File: config.mk
export PLATFORM = sky130hd
export DESIGN_NAME = core_rc_scale_gen
export DESIGN_NICKNAME = d
export VERILOG_FILES = /design/src/rtl/core_rc_pkg.sv /design/src/rtl/core_rc_div_seq.sv /design/src/rtl/core_rc_scale_gen.sv
export SDC_FILE = /design/constraint.sdc
export NUM_CORES = 1
export LEC_CHECK = 0
export CAP_MARGIN = 15
export CORE_MARGIN = 2
export CORE_UTILIZATION = 55
export CTS_BUF_LIST = sky130_fd_sc_hd__clkbuf_16
export DETAILED_ROUTE_END_ITERATION = 8
export GPL_TIMING_DRIVEN = 1
export PLACE_DENSITY = 0.76
export SKIP_CTS_REPAIR_TIMING = 1
export SYNTH_ARGS = -nofsm -noshare
export SYNTH_HDL_FRONTEND = slang
export SYNTH_HIERARCHICAL = 1
export SYNTH_SLANG_ARGS = --single-unit
File: constraint.sdc
create_clock -name clk -period 2.6 [get_ports clk]
set_input_delay 0.39 -clock clk [delete_from_list [all_inputs] [get_ports clk]]
set_output_delay 0.39 -clock clk [all_outputs]
set_load 0.02 [all_outputs]
File: src/rtl/core_rc_pkg.sv
// Shared types and constants for the core_rc recompute-scale producer.
// Supplies default RECOMPUTE_SCALE_WIDTH / RECOMPUTE_SHIFT_WIDTH when the build does not define them.
`ifndef RECOMPUTE_SCALE_WIDTH
`define RECOMPUTE_SCALE_WIDTH 16
`endif
`ifndef RECOMPUTE_SHIFT_WIDTH
`define RECOMPUTE_SHIFT_WIDTH 5
`endif

package core_rc_pkg;

  typedef enum logic [1:0] {
    ST_ACC  = 2'd0,
    ST_DIV  = 2'd1,
    ST_FIN  = 2'd2,
    ST_PUSH = 2'd3
  } rc_state_e;

  localparam int SCALE_W = `RECOMPUTE_SCALE_WIDTH;
  localparam int SHIFT_W = `RECOMPUTE_SHIFT_WIDTH;
  localparam logic [SCALE_W-1:0] SCALE_SAT = {SCALE_W{1'b1}};

  // Numerator width: TARGET_MAX shifted left by the largest possible rc_shift.
  function automatic int num_w(input int out_w);
    return out_w + (2 ** SHIFT_W);
  endfunction

endpackage

File: src/rtl/core_rc_div_seq.sv
// Restoring divider, one quotient bit per cycle, NUM_W cycles after start.
// done is high during the cycle whose closing edge retires the final quotient bit.
module core_rc_div_seq #(
  parameter int NUM_W = 56,
  parameter int DEN_W = 24,
  parameter int QUO_W = 16
) (
  input  logic             clk,
  input  logic             rst_n,
  input  logic             start,
  input  logic [NUM_W-1:0] numer,
  input  logic [DEN_W-1:0] denom,
  output logic             busy,
  output logic             done,
  output logic [QUO_W-1:0] quot,
  output logic [DEN_W-1:0] rem,
  output logic             ovf
);

  localparam int CNT_W = $clog2(NUM_W + 1);

  logic [CNT_W-1:0] cnt;
  logic [NUM_W-1:0] num_q;
  logic [DEN_W-1:0] den_q;
  logic [DEN_W:0]   rem_sh;
  logic [DEN_W-1:0] rem_sub;
  logic             ge;

  always_comb begin
    rem_sh  = {rem, num_q[NUM_W-1]};
    ge      = rem_sh >= {1'b0, den_q};
    rem_sub = rem_sh[DEN_W-1:0] - den_q;
  end

  assign busy = (cnt != '0);
  assign done = (cnt == CNT_W'(1));

  always_ff @(posedge clk or negedge rst_n) begin
    if (!rst_n) begin
      cnt   <= '0;
      num_q <= '0;
      den_q <= '0;
      quot  <= '0;
      rem   <= '0;
      ovf   <= 1'b0;
    end else if (start) begin
      cnt   <= CNT_W'(NUM_W);
      num_q <= numer;
      den_q <= denom;
      quot  <= '0;
      rem   <= '0;
      ovf   <= 1'b0;
    end else if (busy) begin
      cnt   <= cnt - 1'b1;
      num_q <= {num_q[NUM_W-2:0], 1'b0};
      quot  <= {quot[QUO_W-2:0], ge};
      rem   <= ge ? rem_sub : rem_sh[DEN_W-1:0];
      // Quotient bit index is cnt-1; anything at or above QUO_W cannot be represented.
      if (ge && (cnt > CNT_W'(QUO_W)))
        ovf <= 1'b1;
    end
  end

endmodule

File: src/rtl/core_rc_scale_gen.sv
// Recompute-scale producer: frame max |in_data| -> (TARGET_MAX << rc_shift) / max_abs, credit-limited push.
// Build option RC_SCALE_GEN_ROUND_EN selects round-half-up; otherwise the quotient is truncated.
//   state | meaning
//   ACC   | accept samples, track max |in_data|
//   DIV   | sequential divide in progress
//   FIN   | round and saturate the quotient
//   PUSH  | push scale when a FIFO credit is free, else stall
module core_rc_scale_gen
  import core_rc_pkg::*;
#(
  parameter int IN_DATA_WIDTH        = 24,
  parameter int OUT_DATA_WIDTH       = 24,
  parameter int RECOMPUTE_FIFO_DEPTH = 4
) (
  input  logic                              clk,
  input  logic                              rst_n,
  input  logic [`RECOMPUTE_SHIFT_WIDTH-1:0] rc_shift,
  input  logic signed [IN_DATA_WIDTH-1:0]   in_data,
  input  logic                              in_data_vld,
  input  logic                              in_data_last,
  output logic                              in_ready,
  input  logic                              scale_release,
  output logic [`RECOMPUTE_SCALE_WIDTH-1:0] rc_scale,
  output logic                              rc_scale_vld,
  output logic                              rc_scale_clear,
  output logic                              scale_sat,
  output logic                              error
);

  localparam int NUM_W      = num_w(OUT_DATA_WIDTH);
  localparam int TARGET_MAX = (2 ** (OUT_DATA_WIDTH - 1)) - 1;
  localparam int CRD_W      = $clog2(RECOMPUTE_FIFO_DEPTH + 1);

  rc_state_e                state, state_nxt;
  logic [IN_DATA_WIDTH-1:0] max_abs, in_abs, beat_max, div_den;
  logic [NUM_W-1:0]         numer;
  logic [CRD_W-1:0]         credits;
  logic [SCALE_W-1:0]       div_quot, fin_scale, fin_val_c;
  logic [IN_DATA_WIDTH-1:0] div_rem;
  logic                     div_busy, div_done, div_ovf, div_start;
  logic                     fin_sat, fin_sat_c;
  logic                     beat, push, clr, unused_div;

  assign in_ready = (state == ST_ACC);
  assign beat     = in_data_vld && in_ready;
  assign in_abs   = in_data[IN_DATA_WIDTH-1] ? $unsigned(-in_data) : $unsigned(in_data);
  assign beat_max = (in_abs > max_abs) ? in_abs : max_abs;
  assign numer    = NUM_W'(TARGET_MAX) << rc_shift;
  assign push     = (state == ST_PUSH) && (credits < CRD_W'(RECOMPUTE_FIFO_DEPTH));
  assign clr      = scale_release && (credits != '0);

  core_rc_div_seq #(
    .NUM_W (NUM_W),
    .DEN_W (IN_DATA_WIDTH),
    .QUO_W (SCALE_W)
  ) u_div (
    .clk   (clk),
    .rst_n (rst_n),
    .start (div_start),
    .numer (numer),
    .denom (beat_max),
    .busy  (div_busy),
    .done  (div_done),
    .quot  (div_quot),
    .rem   (div_rem),
    .ovf   (div_ovf)
  );

`ifdef RC_SCALE_GEN_ROUND_EN
  logic               round_up;
  logic [SCALE_W:0]   rounded;
  assign round_up   = {div_rem, 1'b0} >= {1'b0, div_den};
  assign rounded    = {1'b0, div_quot} + (SCALE_W+1)'(round_up);
  assign fin_sat_c  = div_ovf || rounded[SCALE_W] || (div_den == '0);
  assign fin_val_c  = rounded[SCALE_W-1:0];
  assign unused_div = div_busy;
`else
  assign fin_sat_c  = div_ovf || (div_den == '0);
  assign fin_val_c  = div_quot;
  assign unused_div = div_busy ^ (^div_rem);
`endif

  always_comb begin
    state_nxt = state;
    div_start = 1'b0;
    case (state)
      ST_ACC: begin
        if (beat && in_data_last) begin
          div_start = 1'b1;
          state_nxt = ST_DIV;
        end
      end
      ST_DIV:  if (div_done) state_nxt = ST_FIN;
      ST_FIN:  state_nxt = ST_PUSH;
      ST_PUSH: if (push) state_nxt = ST_ACC;
      default: state_nxt = ST_ACC;
    endcase
  end

  always_ff @(posedge clk or negedge rst_n) begin
    if (!rst_n) begin
      state          <= ST_ACC;
      max_abs        <= '0;
      div_den        <= '0;
      fin_scale      <= '0;
      fin_sat        <= 1'b0;
      rc_scale       <= '0;
      scale_sat      <= 1'b0;
      rc_scale_vld   <= 1'b0;
      rc_scale_clear <= 1'b0;
      credits        <= '0;
      error          <= 1'b0;
    end else begin
      state          <= state_nxt;
      rc_scale_vld   <= push;
      rc_scale_clear <= clr;
      if (beat)
        max_abs <= in_data_last ? '0 : beat_max;
      if (div_start)
        div_den <= beat_max;
      if (state == ST_FIN) begin
        fin_scale <= fin_sat_c ? SCALE_SAT : fin_val_c;
        fin_sat   <= fin_sat_c;
      end
      if (push) begin
        rc_scale  <= fin_scale;
        scale_sat <= fin_sat;
      end
      if (push && !clr)
        credits <= credits + 1'b1;
      else if (!push && clr)
        credits <= credits - 1'b1;
      if ((in_data_vld && !in_ready) || (scale_release && (credits == '0)))
        error <= 1'b1;
    end
  end

endmodule

* After elaboration in Yosys (flattened, before gate mapping) *
Index checks and enable logic that the tools add are counted.

storage, ports and cells
  flip-flop bits (word level) = 193
  input bits = 34
  logic and storage cells = 81

cells by class
  add/sub/neg operators = 5
  $lt $le $gt $ge = 4
  eq/ne operators = 7
  shifts and indexed selects = 1
  muxes and demuxes = 24
  reduce and logical (&&, ||, !) cells = 24

operators by type and width
  operator                                                               number
  24-bit 2-to-1 mux                                                      6
  56-bit 2-to-1 mux                                                      2
  23-bit by 5-bit << shifter with 56-bit output, first input constant    1
  16-bit 2-to-1 mux                                                      3
  25-bit by 24-bit greater-or-equal comparator with 1-bit output         1
  24-bit > comparator                                                    1
  24-bit logical NOT                                                     1
  24-bit negator                                                         1
  24-bit subtractor                                                      1
  6-bit 2-to-1 mux                                                       2
  1-bit logical AND                                                      9
  2-bit one-hot mux with 4 select lines                                  1
  6-bit by 1-bit equality test with 1-bit output, second input constant  1
  6-bit by 5-bit > comparator with 1-bit output, second input constant   1
  2-bit 2-to-1 mux                                                       3
  3-bit 2-to-1 mux                                                       2
  2-bit nonzero test                                                     3
  6-bit nonzero test                                                     1
  6-bit by 1-bit subtractor with 6-bit output, second input constant     1
  1-bit 2-to-1 mux                                                       5
  2-bit equality test, second input constant                             2
  2-bit != test, second input constant                                   2
  3-bit by 1-bit adder with 3-bit output, second input constant          1
  1-bit logical NOT                                                      3
  other kinds (10)                                                       11

* Depth between registers and ports, before layout *
  depth after elaboration = 7
  depth in mapped cells = 17
  depth with buffers taken out = 15

* By module *
Netlist, hierarchy kept.

modules (own cells, without submodules)
  module             instances  cells an instance  area an instance (um^2)  sequential area each (um^2)
  core_rc_div_seq    1          750                7028.0                   3178.0
  core_rc_scale_gen  1          623                5566.6                   2252.2

* Worst setup path after synthesis *
No wires, ideal clock.

  path kind = input to register
  start point = input port in_data[18]
  end point = register u_div.den_q[0]
  data arrival time = 3.875 ns
  required time = 2.475 ns
  setup slack = -1.400 ns
  stages on the path = 14
  buffers on the path = 2
  path through = or4_4 > or3_1 > or4b_4 > nor3_4 > ha_1 > nand4_1 > nor4_2 > o311ai_1 > and4_1 > buf_2 > clkbuf_1 > o21ai_0 > o31ai_1 > mux2_2

on the way
  word-level cells in the longest chain between the ends = 4

RTL lines
  item                     RTL line                 RTL
  start, declared          core_rc_scale_gen.sv:18  input logic signed [IN_DATA_WIDTH-1:0] in_data,
  24-bit negator           core_rc_scale_gen.sv:46  assign in_abs = in_data[IN_DATA_WIDTH-1] ? $unsigned(-in_data) : $unsigned(in_data);
  24-bit 2-to-1 mux (*)    core_rc_scale_gen.sv:46
  24-bit > comparator (*)  core_rc_scale_gen.sv:47  assign beat_max = (in_abs > max_abs) ? in_abs : max_abs;
  24-bit 2-to-1 mux (*)    core_rc_scale_gen.sv:47
  via beat_max[0]          core_rc_scale_gen.sv:35  logic [IN_DATA_WIDTH-1:0] max_abs, in_abs, beat_max, div_den;
  end signal, assigned     core_rc_div_seq.sv:49    den_q <= denom;
  end, declared            core_rc_div_seq.sv:24    logic [DEN_W-1:0] den_q;

Mark *: on every way through the listed nets, which the timed path passes. The rest lies on a longest branch.
A chain may end at the register's enable or synchronous reset.

* Worst setup path after layout *
  start point = input port in_data[1]
  end point = register max_abs[5]

on the way
  word-level cells in the longest chain between the ends = 5

RTL lines
  item                   RTL line                  RTL
  24-bit negator         core_rc_scale_gen.sv:46
  24-bit 2-to-1 mux (*)  core_rc_scale_gen.sv:46
  24-bit > comparator    core_rc_scale_gen.sv:47
  24-bit 2-to-1 mux (*)  core_rc_scale_gen.sv:47
  24-bit 2-to-1 mux (*)  core_rc_scale_gen.sv:118  max_abs <= in_data_last ? '0 : beat_max;
  end signal, assigned   core_rc_scale_gen.sv:118
  end, declared          core_rc_scale_gen.sv:35

Every way passes the cells marked *; elsewhere a longest branch is shown, timed or not.

==> Implementation_results.wiki <==
{| class="wikitable"
! Metric !! Value
|-
| Worst Setup End Kind || flop
|-
| Residual DRC || 0
|-
| Share of the synthesized area in the top cell type || between 40% and 50%
|-
| Hold/Removal Path Class || input port to flop
|-
| Synthesis Warnings || 6
|-
| Master cell of the clock root buffer || sky130_fd_sc_hd__clkbuf_16
|-
| Via count of the first global-routing pass || a little over 10000
|-
| Post-route total power || around 23 mW
|-
| Setup repair after global routing missed its margin || yes
|-
| Number of cells in the design after placement || about 1800
|-
| Clock transition at the register clock pins on the worst setup and hold paths after CTS || approximately 0.07 ns
|-
| Actual transition at the worst max-transition pin || between 0.6 and 0.7 ns
|-
| Launching element type of the critical path || input port
|-
| Clock buffer count from CTS || 23
|-
| Nets@finish || ~1700
|-
| Cell accounting for the most synthesized area || sky130_fd_sc_hd__dfrtp_1
|-
| First-pass detailed-route iteration total || 6
|-
| Remaining max-slew budget at the tightest pin || 55.1%
|-
| Required time at the endpoint of the critical path || ~3 ns
|-
| Final setup slack of the worst path || -1.09 ns
|-
| Number of violations reported at the end of detailed-routing iteration 0 || 1254
|-
| Number of failing setup endpoints in the final timing report || 97
|-
| Per-cell via count in the routed design || around 6
|-
| Die Width || 155 um
|-
| Final Util || ~76%
|-
| Placer Congestion || 0.883
|-
| Via count || around 12000
|-
| CTS tree || yes
|-
| Number of nets with antenna violations after routing || 0
|-
| Mapped Cells || approximately 1400
|-
| Placed Instance Area || 14700 um2
|-
| Predominant post-synthesis flop cell || sky130_fd_sc_hd__dfrtp_1
|-
| Ranking of synthesized cells by area || sky130_fd_sc_hd__dfrtp_1, sky130_fd_sc_hd__mux2i_1, sky130_fd_sc_hd__nand2_1, sky130_fd_sc_hd__ha_1, sky130_fd_sc_hd__o21ai_0
|-
| Hold WS || around 0.4 ns
|-
| Detailed Route WL || around 37000 um
|-
| Max clock buf depth || 3
|-
| Number of I/O port buffers || between 50 and 60
|-
| Largest fanout on the critical path || 8
|-
| Maximum vdd ir drop || around 0.66 mV
|-
| Most used standard cells in the synthesized netlist || sky130_fd_sc_hd__dfrtp_1, sky130_fd_sc_hd__nand2_1, sky130_fd_sc_hd__o21ai_0
|-
| Post-Route Setup TNS || -66.41 ns
|-
| DP HPWL || between 20000 and 25000 um
|-
| Max-capacitance violation count || 0
|-
| Most repeated cell in the gate-level netlist after synthesis || sky130_fd_sc_hd__dfrtp_1
|-
| Diode count || 0
|-
| Violated checks || setup timing
|-
| Clock tree sinks || about 220
|-
| Post-synthesis sequential area ratio || between 40% and 50%
|-
| Arrival time worst endpoint || around 4.2 ns
|-
| Total core area || between 20000 and 25000 um2
|-
| Post-Synthesis Cell Area || between 10000 and 15000 um2
|-
| Crit path time final || roughly 3.7 ns
|-
| Number of antenna violations at the first check in global routing || 0
|-
| Start-to-end type of the worst setup path || input port to flop
|-
| Die height || ~160 um
|-
| Worst-skew pair later-pin latency || around 0.54 ns
|-
| Area grow syn2layout || 35.8%
|-
| Final hold vios || 0
|-
| Final slew viol count || 0
|-
| Worst-case clock skew || between 0.02 and 0.03 ns
|-
| Non-filler cells in the finished layout || 1896
|-
| Count of boundary I/O pins || 55
|-
| Sum of overflow across all layers after global routing || 0
|-
| FP Rows || between 50 and 60
|-
| Share of synthesized flip-flops with an asynchronous set or reset || 100%
|-
| Pin count of the biggest net entering global routing || roughly 110
|-
| Pre-CTS setup slack || -1.90 ns
|-
| Area of all placed cells without fillers || around 17000 um2
|-
| Wire length of the first global-routing pass || around 50000 um
|-
| Number of flops mapped to enable cells by yosys || 0
|-
| Initial core utilization || between 50% and 60%
|-
| Area of the die || approximately 24000 um2
|-
| Max Clock Freq || between 200 and 300 MHz
|-
| Maximum level of the CTS H-tree || 1
|-
| Final worst path period share || 142%
|-
| Fraction of final layout cells with drive strength greater than 1 || 27.7%
|-
| Run status || complete, but fails checks
|-
| Global-route total usage across every layer || approximately 25%
|-
| Power Dens Cells || about 1400 nW/um2
|-
| Synth Area per Inst || roughly 9 um2
|-
| Average detailed-routed wire length per instance || just under 20 um
|-
| Unique cell type count in the Yosys netlist || 80
|-
| Count of fill cells added during filler insertion || approximately 1400
|-
| Flip-flop and latch count after synthesis || between 200 and 250
|-
| Leakage dissipation || between 8 and 9 nW
|}
==> sequential cells by signal (all words and copies together), names as in the netlist <==
name,count
credits,3
div_den,24
error,1
fin_sat,1
fin_scale,16
max_abs,24
rc_scale,16
rc_scale_clear,1
rc_scale_vld,1
scale_sat,1
state,2
u_div/cnt,6
u_div/den_q,24
u_div/num_q,56
u_div/ovf,1
u_div/quot,16
u_div/rem,24
==> cell families after synthesis <==
logic type	synth area share (%)
xor gates and xnor gates	3.13
and+or+nand+nor	14.6
muxes	8.85
buffers and inverters	5.48
other	0.0298
AOI/OAI and AO/OA	18.8
adders and majority gates	5.98
DFF	43.1
==> cell type report <==
class	instances	area [um2]	area share, %
Clock buffer	23	576	3.37
Clock inverter	17	258	1.51
Inverter	90	345	2.02
Multi-Input combinational cell	986	7480	43.7
Sequential cell	217	5430	31.8
Tap cell	285	357	2.09
Timing Repair Buffer	278	2660	15.5
==> where the power goes <==
part | switching, mW | internal, mW | leakage [nW]
combinational | 6.95 | 6.63 | 4.96
clock | 1.45 | 2.23 | 0.404
sequential | 1.12 | 4.96 | 2.66
total | 9.52 | 13.8 | 8.02
==> routing by layer <==
layer,vias to the layer above,share of wire (%),global-route usage (%)
li1,5273,-,-
met5,-,0,0
met2,558,49,41.8
met3,129,5.8,2.23
met4,0,3.7,6.90
met1,5666,42,34.1
==> worst max-delay path, cell delays in order <==
cell	delay, ns
sky130_fd_sc_hd__clkdlybuf4s50_1	0.45
sky130_fd_sc_hd__nor2_1	0.21
sky130_fd_sc_hd__nand3_1	0.09
sky130_fd_sc_hd__buf_4	0.18
sky130_fd_sc_hd__o31ai_4	0.25
sky130_fd_sc_hd__xor2_1	0.25
sky130_fd_sc_hd__inv_1	0.15
sky130_fd_sc_hd__ha_4	0.29
sky130_fd_sc_hd__nand4_1	0.14
sky130_fd_sc_hd__nor4_2	0.36
sky130_fd_sc_hd__o311ai_2	0.19
sky130_fd_sc_hd__and4_4	0.23
sky130_fd_sc_hd__buf_6	0.13
sky130_fd_sc_hd__nor4_4	0.43
sky130_fd_sc_hd__clkbuf_16	0.24
sky130_fd_sc_hd__a22o_1	0.17
==> path summary, 6_finish.rpt <==
kind | from | endpoint | slack (ns) | cells past startpoint
worst max-delay path | in_data[1] | max_abs[5] | -1.09 | 16
worst min-delay path | in_data[0] | div_den[0] | 0.39 | 4
worst max register to register | max_abs[23] | max_abs[5] | -0.23 | 10
worst min register to register | error | error | 0.49 | 1
max in group asynchronous | rst_n | u_div/den_q[15] | 1.37 | 3
min in group asynchronous | rst_n | u_div/cnt[2] | 0.42 | 2
==> cells in the final DEF, fill, tap and decap left out, types with 9 or more instances in the layout <==
cell type / n
sky130_fd_sc_hd__ha_4: 13
sky130_fd_sc_hd__nor2_1: 77
sky130_fd_sc_hd__inv_1: 80
sky130_fd_sc_hd__nand2_1: 193
sky130_fd_sc_hd__buf_12: 15
sky130_fd_sc_hd__and2_1: 11
sky130_fd_sc_hd__o21ai_4: 10
sky130_fd_sc_hd__nor3_1: 11
sky130_fd_sc_hd__xor2_1: 18
sky130_fd_sc_hd__nor4_1: 9
sky130_fd_sc_hd__a21oi_1: 66
sky130_fd_sc_hd__xnor2_1: 21
sky130_fd_sc_hd__clkdlybuf4s50_1: 36
sky130_fd_sc_hd__o21ai_1: 33
sky130_fd_sc_hd__dfrtp_1: 216
sky130_fd_sc_hd__dlymetal6s2s_1: 15
sky130_fd_sc_hd__a211oi_1: 16
sky130_fd_sc_hd__nand3_1: 15
sky130_fd_sc_hd__a21o_1: 13
sky130_fd_sc_hd__nand4_1: 16
sky130_fd_sc_hd__buf_6: 17
sky130_fd_sc_hd__and3_1: 10
sky130_fd_sc_hd__a22o_1: 16
sky130_fd_sc_hd__a21oi_2: 10
sky130_fd_sc_hd__mux2_2: 18
sky130_fd_sc_hd__clkbuf_16: 30
sky130_fd_sc_hd__buf_4: 182
sky130_fd_sc_hd__o21ai_2: 9
sky130_fd_sc_hd__mux2i_1: 88
sky130_fd_sc_hd__ha_1: 43
sky130_fd_sc_hd__o21ai_0: 82
sky130_fd_sc_hd__a31oi_1: 12
sky130_fd_sc_hd__inv_2: 9
Power figures use the tool's default switching activity.
